===== src/rtl/alu_if.sv =====
// Operand/result bundle for the registered 8-bit ALU.
// The master drives operands and the opcode; the slave (the ALU) returns
// the registered result together with its status flags.
interface alu_if;
  logic [7:0] A;
  logic [7:0] B;
  logic [2:0] ALU_Sel;
  logic [7:0] ALU_Out;
  logic       Carry;
  logic       Zero;
  logic       DivZero;

  modport master (
    output A,
    output B,
    output ALU_Sel,
    input  ALU_Out,
    input  Carry,
    input  Zero,
    input  DivZero
  );

  modport slave (
    input  A,
    input  B,
    input  ALU_Sel,
    output ALU_Out,
    output Carry,
    output Zero,
    output DivZero
  );
endinterface


===== src/rtl/alu.sv =====
// Registered 8-bit unsigned ALU: add, sub, and, or, not, div, xor, mod.
// All results are formed combinationally from the operands and captured in
// one register stage, so outputs show the inputs of the previous edge.
// Division by zero is defined: DIV yields 8'hFF, MOD yields A, and the
// DivZero flag is raised alongside the substitute value.
module alu (
  input  logic clk,
  input  logic rst,
  alu_if.slave bus
);

  typedef enum logic [2:0] {
    OP_ADD = 3'b000,
    OP_SUB = 3'b001,
    OP_AND = 3'b010,
    OP_OR  = 3'b011,
    OP_NOT = 3'b100,
    OP_DIV = 3'b101,
    OP_XOR = 3'b110,
    OP_MOD = 3'b111
  } op_e;

  // Restoring divider, fully unrolled so it settles within one cycle.
  // Returns {quotient, remainder}. A zero divisor is screened out by the
  // caller, so the (all-ones quotient, remainder = dividend) behaviour of
  // the raw algorithm on zero never reaches the outputs unfiltered.
  function automatic logic [15:0] udivmod(input logic [7:0] num,
                                          input logic [7:0] den);
    logic [8:0] rem_v;
    logic [7:0] quot_v;
    rem_v  = 9'd0;
    quot_v = 8'd0;
    for (int i = 7; i >= 0; i--) begin
      rem_v = {rem_v[7:0], num[i[2:0]]};
      if (rem_v >= {1'b0, den}) begin
        rem_v          = rem_v - {1'b0, den};
        quot_v[i[2:0]] = 1'b1;
      end else begin
        quot_v[i[2:0]] = 1'b0;
      end
    end
    return {quot_v, rem_v[7:0]};
  endfunction

  op_e        op_s;
  logic [8:0] sum_s;
  logic [8:0] diff_s;
  logic [15:0] divmod_s;
  logic       b_is_zero_s;

  logic [7:0] result_s;
  logic       carry_s;
  logic       div_zero_s;
  logic       zero_s;

  logic [7:0] alu_out_r;
  logic       carry_r;
  logic       zero_r;
  logic       div_zero_r;

  // Shared arithmetic: 9-bit add/sub expose carry and borrow in bit 8.
  always_comb begin
    op_s        = op_e'(bus.ALU_Sel);
    sum_s       = {1'b0, bus.A} + {1'b0, bus.B};
    diff_s      = {1'b0, bus.A} - {1'b0, bus.B};
    divmod_s    = udivmod(bus.A, bus.B);
    b_is_zero_s = (bus.B == 8'h00);
  end

  // Select the result and flags for the current opcode.
  always_comb begin
    result_s   = 8'h00;
    carry_s    = 1'b0;
    div_zero_s = 1'b0;
    case (op_s)
      OP_ADD: begin
        result_s = sum_s[7:0];
        carry_s  = sum_s[8];
      end
      OP_SUB: begin
        result_s = diff_s[7:0];
        carry_s  = diff_s[8];
      end
      OP_AND: begin
        result_s = bus.A & bus.B;
      end
      OP_OR: begin
        result_s = bus.A | bus.B;
      end
      OP_NOT: begin
        result_s = ~bus.A;
      end
      OP_DIV: begin
        if (b_is_zero_s) begin
          result_s   = 8'hFF;
          div_zero_s = 1'b1;
        end else begin
          result_s   = divmod_s[15:8];
          div_zero_s = 1'b0;
        end
      end
      OP_XOR: begin
        result_s = bus.A ^ bus.B;
      end
      OP_MOD: begin
        if (b_is_zero_s) begin
          result_s   = bus.A;
          div_zero_s = 1'b1;
        end else begin
          result_s   = divmod_s[7:0];
          div_zero_s = 1'b0;
        end
      end
      default: begin
        result_s   = 8'h00;
        carry_s    = 1'b0;
        div_zero_s = 1'b0;
      end
    endcase
  end

  // Zero follows the value about to be registered, substitutes included.
  always_comb begin
    zero_s = (result_s == 8'h00);
  end

  // Pipeline register; reset forces the idle/cleared state immediately.
  always_ff @(posedge clk or posedge rst) begin
    if (rst) begin
      alu_out_r  <= 8'h00;
      carry_r    <= 1'b0;
      zero_r     <= 1'b1;
      div_zero_r <= 1'b0;
    end else begin
      alu_out_r  <= result_s;
      carry_r    <= carry_s;
      zero_r     <= zero_s;
      div_zero_r <= div_zero_s;
    end
  end

  assign bus.ALU_Out = alu_out_r;
  assign bus.Carry   = carry_r;
  assign bus.Zero    = zero_r;
  assign bus.DivZero = div_zero_r;

endmodule


===== src/flat_wrapper.sv =====
// flat-port wrapper written by rule: the top's interface ports become plain ports
module alu_flat 
  (clk, rst, bus_A, bus_B, bus_ALU_Sel, bus_ALU_Out, bus_Carry, bus_Zero, bus_DivZero);
  alu_if bus_i ();
  input  logic clk;
  input  logic rst;
  input wire logic [$bits(bus_i.A)-1:0] bus_A;
  input wire logic [$bits(bus_i.B)-1:0] bus_B;
  input wire logic [$bits(bus_i.ALU_Sel)-1:0] bus_ALU_Sel;
  output wire logic [$bits(bus_i.ALU_Out)-1:0] bus_ALU_Out;
  output wire logic [$bits(bus_i.Carry)-1:0] bus_Carry;
  output wire logic [$bits(bus_i.Zero)-1:0] bus_Zero;
  output wire logic [$bits(bus_i.DivZero)-1:0] bus_DivZero;
  assign bus_i.A = bus_A;
  assign bus_i.B = bus_B;
  assign bus_i.ALU_Sel = bus_ALU_Sel;
  assign bus_ALU_Out = bus_i.ALU_Out;
  assign bus_Carry = bus_i.Carry;
  assign bus_Zero = bus_i.Zero;
  assign bus_DivZero = bus_i.DivZero;
  alu u_core (.clk(clk), .rst(rst), .bus(bus_i));
endmodule

===== config.mk =====
export PLATFORM = sky130hd
export DESIGN_NAME = alu_flat
export DESIGN_NICKNAME = d
export VERILOG_FILES = /design/src/rtl/alu_if.sv /design/src/rtl/alu.sv /design/src/flat_wrapper.sv
export SDC_FILE = /design/constraint.sdc
export NUM_CORES = 1
export LEC_CHECK = 0
export BUFFER_PORTS_ARGS = -buffer_cell sky130_fd_sc_hd__buf_2
export CAP_MARGIN = 30
export CORE_MARGIN = 3
export CORE_UTILIZATION = 40
export CTS_BUF_LIST = sky130_fd_sc_hd__clkbuf_16
export CTS_CLUSTER_SIZE = 8
export DETAILED_ROUTE_END_ITERATION = 8
export GPL_ROUTABILITY_DRIVEN = 0
export PLACE_DENSITY = 0.65
export SLEW_MARGIN = 30
export SYNTH_ARGS = -nofsm -noshare
export SYNTH_HDL_FRONTEND = slang
export SYNTH_SLANG_ARGS = --single-unit

===== constraint.sdc =====
create_clock -name clk -period 0.8 [get_ports clk]
set_clock_uncertainty 0.2 [all_clocks]
set_input_delay 0.04 -clock clk [delete_from_list [all_inputs] [get_ports clk]]
set_output_delay 0.04 -clock clk [all_outputs]
set_load 0.01 [all_outputs]

==> impl_summary.txt, run 1 <==
----------------------------------------------------
[CTS]
  Number of buffers created by CTS ... 3
  Number of buffers between clock root and the deepest sink ... 2
  Number of clock sinks seen by CTS ... 11
  Clock Pin Slew Worst Setup and Hold Paths ... ~0.040 ns
  Clock tree from TritonCTS ... yes
  H-tree depth ... 1
  Root Buffer Master ... sky130_fd_sc_hd__clkbuf_16

[STA]
  Post-route minimum period ... roughly 14 ns
  Unrepaired setup endpoints after global routing ... yes
  Final count of hold timing violations ... 11
  Tcrit/Tclk final ... 1710%
  Worst Tran Pin Value ... about 0.7 ns
  Post-route worst setup slack ... -12.90 ns
  Final setup violation count ... 22
  Final setup TNS ... -117.49 ns
  Hold Slack ... -0.429 ns
  Max transition margin ... around half
  Achievable clock frequency ... about 73 MHz
  Number of pins exceeding their max-slew limit in the final report ... 0

[Finish]
  Storage element area ... 277 µm²
  Finished Layout Cells ... approximately 1100
  Layout cells sized above 1 ... 54.2%
  Post-route cell area ... between 0.008 and 0.009 mm²
  Footprint of the multi-input gates ... slightly above 0.005 mm²
  Synthesis-to-finish area growth ... 81.8%
  Count of filler cells inserted in the layout ... around 730
  End-of-flow core utilization ... between 70% and 80%
  Final nets ... ~1100
  Antenna Cells ... 0

[Job]
  # Max-Cap Violations ... 0

[Logic synthesis]
  Synthesized netlist net count ... 740
  Async set-reset flop share out of synthesis ... between 90% and 100%
  Number of instances in the synthesized netlist ... roughly 630
  Primary flip-flop cell chosen by synthesis mapping ... sky130_fd_sc_hd__dfrtp_1
  Netlist Area Pre-Place ... ~0.0048 mm²
  Main area contributors after synthesis ... sky130_fd_sc_hd__ha_1 (21%), sky130_fd_sc_hd__a21oi_1 (5.6%), sky130_fd_sc_hd__dfrtp_1 (5.2%)
  Share of the synthesized area in the top cell type ... 21.2%
  Cell variety after synth ... 80
  Number of enable-type register cells in the synthesized netlist ... 0
  Largest area contributor in the synthesized netlist ... sky130_fd_sc_hd__ha_1
  Sequential share of the synthesized area ... under 10%
  Post-synthesis register bit count ... 11
  Synthesis warning total ... 0
  Post-Synthesis Mean Instance Area ... around 7.6 µm²

[Outcome]
  Run status ... finished with violations
  Violated checks ... hold timing, setup timing

[Global routing]
  Grt met3 use ... under 10%
  Top Usage Layer GRT ... met2
  Met1 track demand over resource ... a little over a third
  GRT Resource Usage Total ... 29.3%
  Wire length of the first global-routing pass ... approximately 31000 µm
  Maximum number of pins on one net before global-route repair ... 21
  Total grt overflow ... 0
  GR met2 Demand/Resource ... a little over half
  Number of antenna violations at the first check in global routing ... 0
  Via count of the first global-routing pass ... 6616

[Placed design]
  Port-buffer cells ... 31
  Placed inst area ... roughly 0.0073 mm²
  Setup slack after placement ... -12.99 ns
  Placed cell count ... 1054
  Detailed placement HPWL ... 14500 µm

[Worst setup path]
  CP Max Fanout ... 6
  Required time of the critical path ... about 0.77 ns
  Category of the worst setup path capture point ... flop
  Maximum cell stage delay along the critical path ... 0.54 ns
  Arrival @ worst endpoint ... approximately 14 ns
  Setup CP Type ... input pin to flop
  Crit path max-delay cell type ... sky130_fd_sc_hd__or4_1
  Category of the worst setup path launch point ... input pin

[Power and ir drop]
  Pwr/cell area ... 2660 mW/mm²
  Leakage power summed over all cells ... 4.22 nW
  Sw Ratio ... around 44%
  Share of power burned in the clock network ... under 10%
  Sequential group share of total power ... under 10%
  P_int ... ~13 mW
  Total Power Consumption ... around 23 mW
  Switching component of the power ... 10.1 mW
  Relative contribution of combinational cells to total power ... 92.8%
  Max IR drop VDD ... around 2.8 mV

[Routing]
  Average routed wire per standard cell ... slightly above 20 µm
  Routed WL ... 22900 µm
  Routed via count divided by cell count ... just over 6
  Count of TritonRoute iterations in the first routing pass ... 5
  Antenna-violating nets left ... 0
  Routed via count ... about 6800
  Number of violations reported at the end of detailed-routing iteration 0 ... 586
  DRC viols ... 0

[Die]
  Floorplan die area ... about 0.013 mm²
  Std-Cell Rows ... 39
  Standard cell core area ... between 0.01 and 0.015 mm²
  Height of the chip ... 115 µm
  Die Wd ... ~120 µm
  Boundary pin count ... 32
  Initial core utilization ... between 40% and 50%

[Hold path]
  Classification of the worst-slack hold path ... input pin to async pin

----------------------------------------------------
==> power by group through the flow <==
| stage | combinational, mW | clock [mW] | sequential (mW) |
|---|---|---|---|
| after floorplan | 9.59 | 0 | 0.871 |
| after global placement | 16.1 | 0 | 0.764 |
| after detailed placement | 16.5 | 0 | 0.772 |
| after CTS | 19.2 | 0.916 | 0.767 |
| after global routing | 22.9 | 0.937 | 0.782 |
| final | 21.4 | 0.897 | 0.762 |
==> flip-flops by register name, summed over array words and instances, names as in the netlist <==
signal / flops
u_core.bus.Carry: 1
u_core.bus.Zero: 1
u_core.bus.ALU_Out: 8
u_core.bus.DivZero: 1
==> critical path: cells and delay by family <==
family	cells	cell delay, ns
adder cells (fa/ha/maj)	9	2.22
AO/OA/AOI/OAI	34	5.81
multiplexers	3	0.78
buffers and inverters	12	1.45
AND/OR/NAND/NOR	20	3.34
==> layout make-up <==
| cell class | count | share of cell area (%) |
|---|---|---|
| multi-input combinational | 554 | 59.7 |
| timing repair buffer | 365 | 31.7 |
| sequential | 11 | 3.19 |
| inverter | 51 | 2.41 |
| tap | 143 | 2.06 |
| clock buffer | 3 | 0.866 |
| clock inverter | 1 | 0.0577 |
==> cell usage in the layout, fill, tap and decap left out, drive strengths merged, types with 4 or more instances in the layout <==
| cell type | instances |
|---|---|
| and3 | 8 |
| nor2b | 23 |
| a211oi | 6 |
| ha | 81 |
| a21boi | 7 |
| a21oi | 54 |
| or3 | 6 |
| buf | 365 |
| nor3 | 17 |
| a221oi | 5 |
| o21bai | 6 |
| a22oi | 8 |
| nand2 | 40 |
| mux2i | 21 |
| xnor2 | 17 |
| o211ai | 5 |
| nor2 | 45 |
| a21o | 13 |
| dfrtp | 10 |
| o21ai | 54 |
| xor2 | 22 |
| a221o | 4 |
| a31oi | 5 |
| o21a | 6 |
| fa | 9 |
| o22ai | 5 |
| o31ai | 5 |
| inv | 47 |
| or2 | 4 |
| nand3 | 13 |
| nand2b | 15 |
| mux2 | 10 |
==> path summary, 6_finish.rpt <==
check | start | end | cells past startpoint
setup / recovery | bus_A[7] | u_core.bus.Zero | 78
hold / removal | rst | u_core.bus.ALU_Out[4] | 2
max in group asynchronous | rst | u_core.bus.Zero | 2
min in group clk | bus_ALU_Sel[0] | u_core.bus.Carry | 3
==> Yosys cell counts, drive strengths merged (15+ instances only) <==
cell type,number
nand2,39
xor2,22
mux2i,21
nor2b,23
nand2b,15
xnor2,17
nor3,17
a21oi,54
o21ai,54
nor2,45
ha,81
inv,50
==> cells by family (layout without fill, tap and decap cells) <==
group,Yosys count,after routing,synth area share [%]
compound gates,207,207,28.9
xor+xnor,39,39,7.16
fa+ha+maj,90,90,25.0
buf+inv,66,420,5.56
flops,11,11,5.79
mux,31,31,7.11
simple gates,185,187,20.5
==> timing repair <==
item,in CTS,in global routing
gates cloned,2,0
setup buffers,50,20
hold endpoints to repair,11,11
resized for setup,87,71
setup endpoints to repair,22,22
pin swaps,34,39
==> per-layer routing <==
| layer | wire length, µm | part of all wire (%) | up-vias |
|---|---|---|---|
| li1 | - | - | 3046 |
| met1 | 8730 | 38 | 3237 |
| met2 | 10900 | 48 | 383 |
| met3 | 1690 | 7.4 | 138 |
| met4 | 1560 | 6.8 | 0 |
| met5 | 0 | 0 | - |
Note: power is estimated with default switching activity, not from simulation.
==> run 2, diff against run 1 <==
Settings changed: CTS_BUF_LIST sky130_fd_sc_hd__clkbuf_16 to unset, SKIP_CTS_REPAIR_TIMING set to 1.
==> run 2 against run 1 <==
- the run still ends with hold timing, setup timing left
- core utilization is 3.3 points lower
- power is 6.1% lower
- routed wire length is 11% lower
- cell count is 3.3% lower
- largest cell class unchanged
==> impl_summary.txt, run 2 (synthesized netlist as in run 1, its figures left out) <==
----------------------------------------------------
[Die]
  Initial core utilization ... 41.4% (unchanged)
  Boundary pin count ... 32 (unchanged)
  Die Wd ... 115 µm (unchanged)
  Standard cell core area ... 0.0115 mm² (unchanged)
  Std-Cell Rows ... 39 (unchanged)
  Floorplan die area ... 0.0133 mm² (unchanged)
  Height of the chip ... 115 µm (unchanged)

[Worst setup path]
  Crit path max-delay cell type ... sky130_fd_sc_hd__or4_4
  Required time of the critical path ... 0.77 ns (about the same)
  Maximum cell stage delay along the critical path ... 0.53 ns (about the same)
  Setup CP Type ... input pin to flop
  CP Max Fanout ... 6 (unchanged)
  Critical path's most frequent cell ... sky130_fd_sc_hd__o21ai_2
  Arrival @ worst endpoint ... 13.51 ns (-0.16 ns)
  Category of the worst setup path launch point ... input pin
  Category of the worst setup path capture point ... flop

[Routing]
  Antenna-violating nets left ... 0 (unchanged)
  Count of TritonRoute iterations in the first routing pass ... 7 (+2)
  Routed via count divided by cell count ... 5.85 (-3.1%)
  Number of violations reported at the end of detailed-routing iteration 0 ... 500 (-15%)
  DRC viols ... 0 (unchanged)
  Average routed wire per standard cell ... 18.7 µm (-7.5%)
  Routed WL ... 20400 µm (-11%)
  Routed via count ... 6379 (-6.2%)

[Finish]
  Layout cells sized above 1 ... 51.1% (-3.2 points)
  Leading cell type in the layout, fill and taps excluded ... sky130_fd_sc_hd__buf_4
  Count of filler cells inserted in the layout ... 810 (+12%)
  Final nets ... 1060 (-3.4%)
  Flip-flop count of the largest register, all copies and words added ... 8 (unchanged)
  Synthesis-to-finish area growth ... 73.8%
  Highest-count cells in the layout ignoring fill and taps ... sky130_fd_sc_hd__buf_4 (289), sky130_fd_sc_hd__ha_1 (60), sky130_fd_sc_hd__nor2_1 (40), sky130_fd_sc_hd__inv_1 (40), sky130_fd_sc_hd__nand2_1 (35)
  Antenna Cells ... 0 (unchanged)

[Placed design]
  Detailed placement HPWL ... 14500 µm (unchanged)
  Port-buffer cells ... 31 (unchanged)
  Setup slack after placement ... -12.99 ns (unchanged)

[STA]
  Final setup violation count ... 22 (unchanged)
  Hold Slack ... -0.429 ns (+0.000275 ns)
  Unrepaired setup endpoints after global routing ... yes
  Tcrit/Tclk final ... 1690% (-20 points)
  Achievable clock frequency ... 73.8 MHz (+1.2%)
  Post-route worst setup slack ... -12.74 ns (+0.161 ns)
  Post-route minimum period ... 13.54 ns (-0.161 ns)
  Final count of hold timing violations ... 11 (unchanged)
  Max transition margin ... 64.8% (+13 points)
  Number of pins exceeding their max-slew limit in the final report ... 0 (unchanged)
  Worst Tran Pin Value ... 0.523 ns (-0.191 ns)

[Job]
  # Max-Cap Violations ... 0 (unchanged)

[Outcome]
  Run status ... finished with violations
  Violated checks ... hold timing, setup timing

[Global routing]
  GRT Resource Usage Total ... 25.7% (-3.5 points)
  Maximum number of pins on one net before global-route repair ... 21 (unchanged)
  Via count of the first global-routing pass ... 5918 (-11%)
  Wire length of the first global-routing pass ... 27800 µm (-11%)
  Number of antenna violations at the first check in global routing ... 0 (unchanged)
  Total grt overflow ... 0 (unchanged)

[Power and ir drop]
  Leakage power summed over all cells ... 4.03 nW (-4.4%)
  Max IR drop VDD ... 2.55 mV (-8.2%)
  Pwr/cell area ... 2610 mW/mm² (-1.9%)

[CTS]
  Number of buffers between clock root and the deepest sink ... 2 (unchanged)
  Number of clock sinks seen by CTS ... 11 (unchanged)
  H-tree depth ... 1 (unchanged)
  Root Buffer Master ... sky130_fd_sc_hd__clkbuf_16
  Clock tree from TritonCTS ... yes
  Clock Pin Slew Worst Setup and Hold Paths ... 0.04 ns (about the same)
  Number of buffers created by CTS ... 3 (unchanged)

[Hold path]
  Classification of the worst-slack hold path ... input pin to async pin

----------------------------------------------------
run 2: final cells by class:
class / instances / area [µm²] / area share (%)
clock buffers: 3 / 75.1 / 0.905
clock inverters: 1 / 5.00 / 0.0603
inverters: 51 / 209 / 2.52
multi-input cells: 554 / 5100 / 61.4
flip-flops and latches: 11 / 277 / 3.33
well taps: 143 / 179 / 2.16
repair buffers: 328 / 2450 / 29.6
run 2: where the power goes:
part           switching [mW]  internal, mW  leakage [nW]
Combinational            9.17          10.8          3.86
Clock                   0.237         0.660        0.0409
Sequential             0.0351         0.727         0.134
Total                    9.44          12.2          4.03
run 2: worst max-delay path by stage:
stage	from	endpoint	cells after the start
after floorplan	bus_B[1]	u_core.bus.Zero	82
after global placement	bus_A[7]	u_core.bus.Zero	70
after detailed placement	bus_A[7]	u_core.bus.Zero	76
after CTS	bus_A[7]	u_core.bus.Zero	76
after global routing	bus_B[4]	u_core.bus.Zero	76
final	bus_A[7]	u_core.bus.Zero	76
run 2: worst max-delay path, delay by kind of cell:
kind / cells / cell delay (ns)
buffers and inverters: 8 / 0.92
adders and majority gates: 9 / 2.19
and+or+nand+nor: 18 / 3.33
muxes: 4 / 1.09
AOI/OAI and AO/OA: 37 / 5.91
run 2: layer usage:
layer	global-route usage (%)	vias to the layer above	part of all wire [%]
li1	-	2958	-
met1	33.3	3050	40
met2	44.6	300	49
met3	1.95	71	6.5
met4	9.55	0	3.6
met5	0	-	0
run 2: through the flow:
step	cell area [µm²]	instances	setup TNS [ns]	power, mW	utilization [%]
after detailed placement	7330	1054	-116.32	17.3	63.7
after global routing	8300	1091	-121.90	23.3	72.0
after CTS	7410	1058	-115.85	18.3	64.4
after global placement	7330	1054	-111.68	16.8	63.7
after floorplan	5110	629	-109.32	10.5	-
final	8300	1091	-115.16	21.7	72.0
